File: config.mk
export PLATFORM = sky130hd
export DESIGN_NAME = datapath_ctrl_fsm
export DESIGN_NICKNAME = d
export VERILOG_FILES = /design/src/rtl/ctrl_pkg.sv /design/src/rtl/cond_eval.sv /design/src/rtl/datapath_ctrl_fsm.sv
export SDC_FILE = /design/constraint.sdc
export NUM_CORES = 1
export LEC_CHECK = 0
export CAP_MARGIN = 5
export CORE_MARGIN = 2
export CORE_UTILIZATION = 35
export CTS_CLUSTER_DIAMETER = 120
export DETAILED_ROUTE_END_ITERATION = 6
export PLACE_DENSITY_LB_ADDON = 0.25
export SLEW_MARGIN = 25
export SYNTH_ARGS = -nofsm -noshare
export SYNTH_HDL_FRONTEND = slang
export SYNTH_HIERARCHICAL = 1
export SYNTH_SLANG_ARGS = --single-unit
export TNS_END_PERCENT = 1
File: constraint.sdc
create_clock -name clk -period 4.3 [get_ports clk]
set_input_delay 0.86 -clock clk [delete_from_list [all_inputs] [get_ports clk]]
set_output_delay 0.86 -clock clk [all_outputs]
set_load 0.03 [all_outputs]
File: src/rtl/ctrl_pkg.sv
// ctrl_pkg: shared definitions for the multicycle datapath controller.
//   - FSM state encoding
//   - instruction field codes (opcode, ext, ALU op, condition codes)
//   - PSR flag bit positions and result-mux selects
package ctrl_pkg;

    typedef enum logic [3:0] {
        S_FETCH,
        S_DECODE,
        S_EXEC_R,
        S_EXEC_I,
        S_SHIFT,
        S_LOAD,
        S_STORE,
        S_JUMP,
        S_BRANCH,
        S_JAL,
        S_PC_INC
    } state_t;

    // opcode field [15:12]
    localparam logic [3:0] OP_RTYPE = 4'b0000;
    localparam logic [3:0] OP_ADDI  = 4'b0101;
    localparam logic [3:0] OP_MOVI  = 4'b1101;
    localparam logic [3:0] OP_SHIFT = 4'b1000;
    localparam logic [3:0] OP_MEM   = 4'b0100;
    localparam logic [3:0] OP_BCOND = 4'b1100;

    // ext field [7:4] under OP_MEM
    localparam logic [3:0] EXT_LOAD  = 4'b0000;
    localparam logic [3:0] EXT_STOR  = 4'b0100;
    localparam logic [3:0] EXT_JAL   = 4'b1000;
    localparam logic [3:0] EXT_JCOND = 4'b1100;

    // ALU operation codes (ext field of R-type)
    localparam logic [3:0] ALU_ADD = 4'b0101;
    localparam logic [3:0] ALU_SUB = 4'b1001;
    localparam logic [3:0] ALU_CMP = 4'b1011;
    localparam logic [3:0] ALU_AND = 4'b0001;
    localparam logic [3:0] ALU_OR  = 4'b0010;
    localparam logic [3:0] ALU_XOR = 4'b0011;
    localparam logic [3:0] ALU_MOV = 4'b1101;

    // condition codes (Rdst/cond field [11:8])
    localparam logic [3:0] CC_EQ = 4'b0000;
    localparam logic [3:0] CC_NE = 4'b0001;
    localparam logic [3:0] CC_CS = 4'b0010;
    localparam logic [3:0] CC_CC = 4'b0011;
    localparam logic [3:0] CC_HI = 4'b0100;
    localparam logic [3:0] CC_LS = 4'b0101;
    localparam logic [3:0] CC_GT = 4'b0110;
    localparam logic [3:0] CC_LE = 4'b0111;
    localparam logic [3:0] CC_LO = 4'b1100;
    localparam logic [3:0] CC_UC = 4'b1110;

    // PSR flag bit positions
    localparam int PSR_C = 0;
    localparam int PSR_L = 2;
    localparam int PSR_F = 5;
    localparam int PSR_Z = 6;
    localparam int PSR_N = 7;

    // result mux selects
    localparam logic [1:0] CH_SHIFT = 2'b00;
    localparam logic [1:0] CH_ALU   = 2'b01;
    localparam logic [1:0] CH_IMM   = 2'b10;
    localparam logic [1:0] CH_LINK  = 2'b11;

    function automatic logic is_alu_op(input logic [3:0] ext);
        case (ext)
            ALU_ADD, ALU_SUB, ALU_CMP, ALU_AND,
            ALU_OR, ALU_XOR, ALU_MOV: is_alu_op = 1'b1;
            default:                  is_alu_op = 1'b0;
        endcase
    endfunction

endpackage

File: src/rtl/cond_eval.sv
// cond_eval: combinational branch/jump condition check.
//   cond   - 4-bit condition code from the instruction
//   PSROut - datapath flags (C, L, F, Z, N)
//   taken  - condition holds for the given flags
module cond_eval
    import ctrl_pkg::*;
(
    input  logic [3:0] cond,
    input  logic [7:0] PSROut,
    output logic       taken
);

    logic flag_c, flag_l, flag_z, flag_n;
    logic unused_psr;

    assign flag_c = PSROut[PSR_C];
    assign flag_l = PSROut[PSR_L];
    assign flag_z = PSROut[PSR_Z];
    assign flag_n = PSROut[PSR_N];

    // F and the reserved bits never take part in a condition
    assign unused_psr = ^{PSROut[PSR_F], PSROut[4:3], PSROut[1]};

    always_comb begin
        taken = 1'b0;
        case (cond)
            CC_EQ:   taken = flag_z;
            CC_NE:   taken = !flag_z;
            CC_CS:   taken = flag_c;
            CC_CC:   taken = !flag_c;
            CC_HI:   taken = flag_l;
            CC_LS:   taken = !flag_l;
            CC_LO:   taken = !flag_l && !flag_z;
            CC_GT:   taken = flag_n;
            CC_LE:   taken = !flag_n;
            CC_UC:   taken = 1'b1;
            default: taken = 1'b0;
        endcase
    end

endmodule

File: src/rtl/datapath_ctrl_fsm.sv
// datapath_ctrl_fsm: multicycle control unit for the 16-bit datapath.
//   Inputs : clk, reset (async, active high), memdata (fetched instruction /
//            load data), mem_rdy (memory handshake), PSROut (datapath flags)
//   Outputs: mem_req/memWrite to memory; PC, PSR, register-file, ALU, shifter
//            and result-mux strobes to the datapath; illegal_op pulse.
//
// state    | meaning
// ---------+-------------------------------------------------------------
// FETCH    | request instruction, latch into ir on mem_rdy
// DECODE   | dispatch on op/ext, sample condition flags
// EXEC_R   | register-register ALU op, write result (not for CMP)
// EXEC_I   | ADDI (sign-extended) or MOVI (zero-extended immediate)
// SHIFT    | shift by sign-extended immediate, write result
// LOAD     | request read until mem_rdy, then one write-back cycle
// STORE    | request write until mem_rdy, then one completion cycle
// JUMP     | conditional jump, PC_INC when not taken
// BRANCH   | conditional PC-relative branch, PC_INC when not taken
// JAL      | write link register and jump
// PC_INC   | PC <= PC + 1
module datapath_ctrl_fsm
    import ctrl_pkg::*;
#(
    parameter int WIDTH   = 16,
    parameter int REGBITS = 4
) (
    input  logic               clk,
    input  logic               reset,
    input  logic [WIDTH-1:0]   memdata,
    input  logic               mem_rdy,
    input  logic [7:0]         PSROut,
    output logic               mem_req,
    output logic               memWrite,
    output logic               PCEN,
    output logic               PSREN,
    output logic               nextInstruction,
    output logic               updateAddress,
    output logic               StoreReg,
    output logic               WriteData,
    output logic               regWrite,
    output logic               ZeroExtend,
    output logic               PCinstruction,
    output logic               SrcB,
    output logic               shiftType,
    output logic               resultEn,
    output logic               jumpEN,
    output logic               BranchEN,
    output logic               jalEN,
    output logic [REGBITS-1:0] ALUcond,
    output logic [1:0]         chooseResult,
    output logic [WIDTH-1:0]   shiftDir,
    output logic [7:0]         shiftAmt,
    output logic               illegal_op
);

    state_t            state_q, state_d;
    logic [WIDTH-1:0]  ir_q, ir_d;
    logic              taken_q, taken_d;
    // LOAD/STORE second phase: memory has answered
    logic              mem_done_q, mem_done_d;
    logic              cond_taken;

    logic [3:0] op, ext, imm;

    assign op  = ir_q[15:12];
    assign ext = ir_q[7:4];
    assign imm = ir_q[3:0];

    cond_eval u_cond_eval (
        .cond   (ir_q[11:8]),
        .PSROut (PSROut),
        .taken  (cond_taken)
    );

    always_ff @(posedge clk or posedge reset) begin
        if (reset) begin
            state_q    <= S_FETCH;
            ir_q       <= '0;
            taken_q    <= 1'b0;
            mem_done_q <= 1'b0;
        end else begin
            state_q    <= state_d;
            ir_q       <= ir_d;
            taken_q    <= taken_d;
            mem_done_q <= mem_done_d;
        end
    end

    always_comb begin
        state_d         = state_q;
        ir_d            = ir_q;
        taken_d         = taken_q;
        mem_done_d      = 1'b0;
        mem_req         = 1'b0;
        memWrite        = 1'b0;
        PCEN            = 1'b0;
        PSREN           = 1'b0;
        nextInstruction = 1'b0;
        updateAddress   = 1'b0;
        StoreReg        = 1'b0;
        WriteData       = 1'b0;
        regWrite        = 1'b0;
        ZeroExtend      = 1'b0;
        PCinstruction   = 1'b0;
        SrcB            = 1'b0;
        shiftType       = 1'b0;
        resultEn        = 1'b0;
        jumpEN          = 1'b0;
        BranchEN        = 1'b0;
        jalEN           = 1'b0;
        ALUcond         = '0;
        chooseResult    = CH_SHIFT;
        shiftDir        = '0;
        shiftAmt        = '0;
        illegal_op      = 1'b0;

        // Outputs are held low for the whole reset assertion so an aborted
        // instruction cannot leave a partial write behind.
        if (!reset) begin
            case (state_q)
                S_FETCH: begin
                    mem_req       = 1'b1;
                    updateAddress = 1'b1;
                    if (mem_rdy) begin
                        nextInstruction = 1'b1;
                        ir_d            = memdata;
                        state_d         = S_DECODE;
                    end
                end
                S_DECODE: begin
                    taken_d = cond_taken;
                    state_d = S_PC_INC;
                    case (op)
                        OP_RTYPE: if (is_alu_op(ext)) state_d = S_EXEC_R;
                        OP_ADDI,
                        OP_MOVI:  state_d = S_EXEC_I;
                        OP_SHIFT: state_d = S_SHIFT;
                        OP_BCOND: state_d = S_BRANCH;
                        OP_MEM: begin
                            case (ext)
                                EXT_LOAD:  state_d = S_LOAD;
                                EXT_STOR:  state_d = S_STORE;
                                EXT_JAL:   state_d = S_JAL;
                                EXT_JCOND: state_d = S_JUMP;
                                default:   state_d = S_PC_INC;
                            endcase
                        end
                        default:  state_d = S_PC_INC;
                    endcase
                    // only undecodable instructions fall straight to PC_INC
                    illegal_op = (state_d == S_PC_INC);
                end
                S_EXEC_R: begin
                    ALUcond      = REGBITS'(ext);
                    SrcB         = 1'b1;
                    chooseResult = CH_ALU;
                    resultEn     = 1'b1;
                    PSREN        = 1'b1;
                    WriteData    = 1'b1;
                    regWrite     = (ext != ALU_CMP);
                    state_d      = S_PC_INC;
                end
                S_EXEC_I: begin
                    resultEn  = 1'b1;
                    WriteData = 1'b1;
                    regWrite  = 1'b1;
                    if (op == OP_MOVI) begin
                        ALUcond      = REGBITS'(ext);
                        chooseResult = CH_IMM;
                        ZeroExtend   = 1'b1;
                    end else begin
                        ALUcond      = REGBITS'(ALU_ADD);
                        chooseResult = CH_ALU;
                        PSREN        = 1'b1;
                    end
                    state_d = S_PC_INC;
                end
                S_SHIFT: begin
                    shiftType    = ext[0];
                    shiftAmt     = {{4{imm[3]}}, imm};
                    // a negative amount means shift right
                    shiftDir     = {WIDTH{imm[3]}};
                    chooseResult = CH_SHIFT;
                    regWrite     = 1'b1;
                    WriteData    = 1'b1;
                    resultEn     = 1'b1;
                    state_d      = S_PC_INC;
                end
                S_LOAD: begin
                    StoreReg = 1'b1;
                    if (!mem_done_q) begin
                        mem_req    = 1'b1;
                        mem_done_d = mem_rdy;
                    end else begin
                        regWrite = 1'b1;
                        state_d  = S_PC_INC;
                    end
                end
                S_STORE: begin
                    if (!mem_done_q) begin
                        mem_req    = 1'b1;
                        memWrite   = 1'b1;
                        StoreReg   = 1'b1;
                        mem_done_d = mem_rdy;
                    end else begin
                        state_d = S_PC_INC;
                    end
                end
                S_JUMP: begin
                    if (taken_q) begin
                        PCEN    = 1'b1;
                        jumpEN  = 1'b1;
                        state_d = S_FETCH;
                    end else begin
                        state_d = S_PC_INC;
                    end
                end
                S_BRANCH: begin
                    if (taken_q) begin
                        PCEN     = 1'b1;
                        BranchEN = 1'b1;
                        resultEn = 1'b1;
                        state_d  = S_FETCH;
                    end else begin
                        state_d = S_PC_INC;
                    end
                end
                S_JAL: begin
                    jalEN        = 1'b1;
                    chooseResult = CH_LINK;
                    regWrite     = 1'b1;
                    PCEN         = 1'b1;
                    resultEn     = 1'b1;
                    state_d      = S_FETCH;
                end
                S_PC_INC: begin
                    PCEN          = 1'b1;
                    PCinstruction = 1'b1;
                    resultEn      = 1'b1;
                    state_d       = S_FETCH;
                end
                default: state_d = S_FETCH;
            endcase
        end
    end

endmodule

-- Word-level counts from Yosys, hierarchy flattened
Cells that the tools add are included.
W data, S select, Z words.
- bits of input ports: 27
- register bits: 22
- muxes and demuxes: 69
- reduce and logical (&&, ||, !) cells: 20
- equality and inequality tests: 38
- bitwise operators: 1
- operators with widths (cell ; number):
    $eq A4 B4 Y1 const B ; 14
    $eq A4 B3 Y1 const B ; 12
    $mux W1 ; 43
    $pmux W4 S5 ; 2
    $mux W16 ; 2
    $mux W4 ; 8
    $eq A4 B2 Y1 const B ; 6
    $logic_not A4 Y1 ; 4
    $mux W8 ; 2
    $pmux W4 S4 ; 1
    $eq A4 B1 Y1 const B ; 3
    $pmux W1 S10 ; 1
    $pmux W1 S2 ; 5
    $pmux W4 S2 ; 1
    $reduce_or A2 Y1 ; 4
    $reduce_or A7 Y1 ; 1
    $pmux W2 S3 ; 1
    $reduce_and A3 Y1 ; 2
    $reduce_or A3 Y1 ; 2
    $reduce_or A5 Y1 ; 1
    $logic_not A1 Y1 ; 4
    $mux W2 ; 2
    $ne A4 B4 Y1 const B ; 1
    $pmux W1 S3 ; 1
    5 further kinds ; 5

-- Logic depth before layout (Yosys ltp)
Gate-level depths: netlist (run 1).
- word-level depth: 13
- gate-level depth with buffers: 6
- mapped depth without buffers: 5

-- By module
Netlist (run 1), hierarchy kept.
- modules (own cells, without submodules) (module ; cells each ; instances ; sequential area each (um^2) ; area each (um^2)):
    datapath_ctrl_fsm ; 179 ; 1 ; 550.5 ; 1630.3
    cond_eval ; 12 ; 1 ; 0.0 ; 90.1

-- Least setup slack after synthesis (run 1)
OpenSTA, ideal clock, no wires.
- path type: in2out
- from: input port reset
- to: output port shiftAmt[4]
- path slack: 485 ps
- required time: 3440 ps
- cell stages on the path: 6
- data arrival time: 2955 ps
- path through: buf_6 > inv_1 > nand3_1 > nor3_1 > and2_1 > buf_4
- longest elaborated chain between the ends: 1
- ends and longest elaborated chain (element ; line ; RTL):
    from (decl) ; datapath_ctrl_fsm.sv:27 ; input logic reset,
    $mux W8 ; datapath_ctrl_fsm.sv:118 ; if (!reset) begin
    to (decl) ; datapath_ctrl_fsm.sv:51 ; output logic [7:0] shiftAmt,
No other way between the ends.

-- Final worst setup path (run 1)
- from: input port reset
- to: output port regWrite
- longest elaborated chain between the ends: 1
- ends and longest elaborated chain (element ; line ; RTL):
    $mux W1 ; datapath_ctrl_fsm.sv:118 ;
    to (decl) ; datapath_ctrl_fsm.sv:39 ; output logic regWrite,
No other way between the ends.

==> metrics.yaml, run 1 <==
global_routing:
  grt_pass1_wl_um: 6390
  grt_pass1_vias: 1386
  grt_max_degree: 25
  use_met3: 0.0203
  grt_overflow_total: 0
  use_met1: 0.204
  grt.busiest_layer: "met2"
  grt_use_met2: 0.249
  antenna_found_initial: 0
  grt_use_total: 0.148
power_and_ir_drop:
  p_sw_w: 0.000556
  peakVddDrop_uv: 247
  p_sw_frac: 0.435
  clockPowerShare: 0.118
  power.static_leakage_nw: 0.995
  power.total_w: 0.00128
  seqPwrFrac: 0.364
  p_per_area_nw_per_um2: 560
  p_int_w: 0.000724
  comb_power_share: 0.518
critical_path:
  cp_max_fo: 8
  rr_worst_depth: 5
  cp.arrival_ps: 2870
  cp-start-kind: "primary input"
  reg2reg_from: "state_q[0]$_DFFE_PP0P_"
  critPathCaptureType: "output port"
  rrSetupSlack_ps: 2290
  worstPathRequired_ps: 3440
  r2r-end: "state_q[0]$_DFFE_PP0P_"
  startpoint: "reset"
  crit_type: "primary input to output port"
floorplanning:
  core-area_um2: 4720
  io_pins: 75
  start_util: 0.364
  die_x_um: 74.1
  die_h_um: 74.1
  rows: 25
  die-area_um2: 5490
drt:
  drtAntennaViolNets: 0
  vias_per_cell: 4.84
  num_vias: 1485
  avgRoutedWirePerCell_um: 13.0
  wl_um: 4000
  drc_errors: 0
  drt_first_pass_iters: 4
  drt_iter0_markers: 58
cells_and_area:
  final_util: 0.484
  final_cells: 307
  fill_cells: 461
  nets: 268
  num_antenna_cells: 0
  area_growth_pct: 32.8
  drive_gt1_frac: 0.263
sta:
  setup_violations: 0
  rsz0062_at_grt: "no"
  fin_skew_ps: 6.83
  slew_violations: 0
  worst_slew_pin_slew_ps: 619
  tns_ps: 0
  max_freq_mhz: 268
  period_needed_ps: 3730
  period_share: 0.868
  maxSlewHeadroom: 0.587
  finalHoldViolations: 0
cts:
  cts.clk_slew.worst_paths_ps: 80
  hold_buffers: 0
  clkSinkCount: 22
  post_cts_buffers: 0
  worstSkewPairLatency_ps: 270
  clockBufferDepth: 2
  cts_tree: "yes"
  cts_inserted_buffers: 3
  cts-root-buf: "clkbuf_8"
  ctsResizeCount: 0
  htree_levels: 1
placed_design:
  io_buffers: 70
  dp.cells: 303
  dp_hpwl_um: 3020
  gp_congestion: 0.788
synth:
  netlist_area_um2: 1720
  netlist_top_cells_area: "dfrtp_1 32%, mux2_2 13%, buf_4 9.2%"
  synth.most_common_cell: "dfrtp_1"
  syn_inst: 191
  syn_avg_cell_area_um2: 9.01
  synth-async-reset-ratio: 1.00
  synth-seq-cells: 22
  yosysWarnings: 6
  synth_nets: 218
  synth_cell_types: 39
  synth_top_area_frac: 0.320
  synth_common_cells: "22 x dfrtp_1, 21 x buf_4, 20 x mux2_2, 16 x nor2_1, 14 x a21oi_1"
  synth_top_cell_by_area: "dfrtp_1"
  synth_seq_area_share: 0.320
  synth_edf_count: 0
  synth_flop_cell: "dfrtp_1"
min_path:
  hp-class: "flip-flop to flip-flop"
  hold_start: "ir_q[2]$_DFFE_PP0P_"
  whs_path_depth: 1
  holdPathEnd: "ir_q[2]$_DFFE_PP0P_"
flow_run:
  maxCapViolCount: 0
status:
  status: "finished, final reports clean"
## placed cells by master, fill, tap and decap left out, types with 2 or more instances in the layout
master	Yosys	final
a21oi_1	14	14
o21ai_0	7	7
inv_1	9	9
and3_1	3	3
clkbuf_8	0	4
nor4b_1	2	2
nand2_1	5	5
nand2b_1	9	9
mux2_2	20	20
clkdlybuf4s50_1	0	44
dfrtp_1	22	22
nor2_1	16	16
mux2i_1	2	2
or3_1	2	2
nand3_1	5	5
and2_1	8	8
buf_4	21	30
or2_2	2	2
o22ai_1	2	2
a21o_1	2	2
nor3_1	8	8
nor2b_1	5	5
a31oi_1	3	3
## cell families (layout without fill, tap and decap cells)
kind of cell / Yosys count / after routing / share of synthesized area
buf+inv: 38 / 87 / 0.159
flops: 22 / 22 / 0.320
mux: 23 / 23 / 0.149
compound gates: 37 / 37 / 0.142
simple gates: 71 / 71 / 0.230
## stage by stage
stage	setup WS [ps]	cell area (um2)	hold WS (ps)
6_report	569	2280	501
5_1_grt	385	2280	527
2_1_floorplan	485	1720	470
3_5_place_dp	568	2230	485
4_1_cts	560	2280	505
3_3_place_gp	558	2230	481
## area by class of cell
class / count / area (um2) / share of cell area
multi-input cells: 131 / 896 / 0.392
repair buffers: 74 / 666 / 0.291
flip-flops and latches: 22 / 551 / 0.241
well taps: 67 / 83.8 / 0.0367
clock buffers: 4 / 55.1 / 0.0241
inverters: 9 / 33.8 / 0.0148
## flip-flops by register name, indices dropped and copies added (netlist names)
name	count
state_q	4
ir_q	16
mem_done_q	1
taken_q	1
## power by group through the flow
stage / registers, W / clock network, W / logic (W)
3_3_place_gp: 0.000470 / 0 / 0.000661
3_5_place_dp: 0.000470 / 0 / 0.000668
6_report: 0.000466 / 0.000151 / 0.000663
2_1_floorplan: 0.000385 / 0 / 0.000581
4_1_cts: 0.000466 / 0.000158 / 0.000671
5_1_grt: 0.000494 / 0.000166 / 0.000729
## worst max-delay path by stage
| stage | to | slack [ps] | cells past startpoint |
|---|---|---|---|
| after floorplan | shiftAmt[4] | 480 | 6 |
| after global routing | shiftDir[10] | 390 | 8 |
| final | regWrite | 570 | 5 |
| after detailed placement | regWrite | 570 | 5 |
| after CTS | regWrite | 560 | 5 |
| after global placement | regWrite | 560 | 5 |
## critical path: stages
cell	delay [ps]
clkdlybuf4s50_1	440
or3_1	480
a311oi_1	300
a21o_1	120
clkdlybuf4s50_1	670
## per-layer routing
metal / wire [um] / vias to the layer above
li1: - / 757
met1: 1880 / 697
met2: 1980 / 26
met3: 108 / 5
met4: 35 / 0
met5: 0 / -
Power figures use the tool's default switching activity.
==> inputs of run 2 (changes only) <==
Settings changed: SETUP_SLACK_MARGIN set to 0.3.
==> results of run 2 <==
No change in the layout: final DEF, timing and power equal those of run 1.
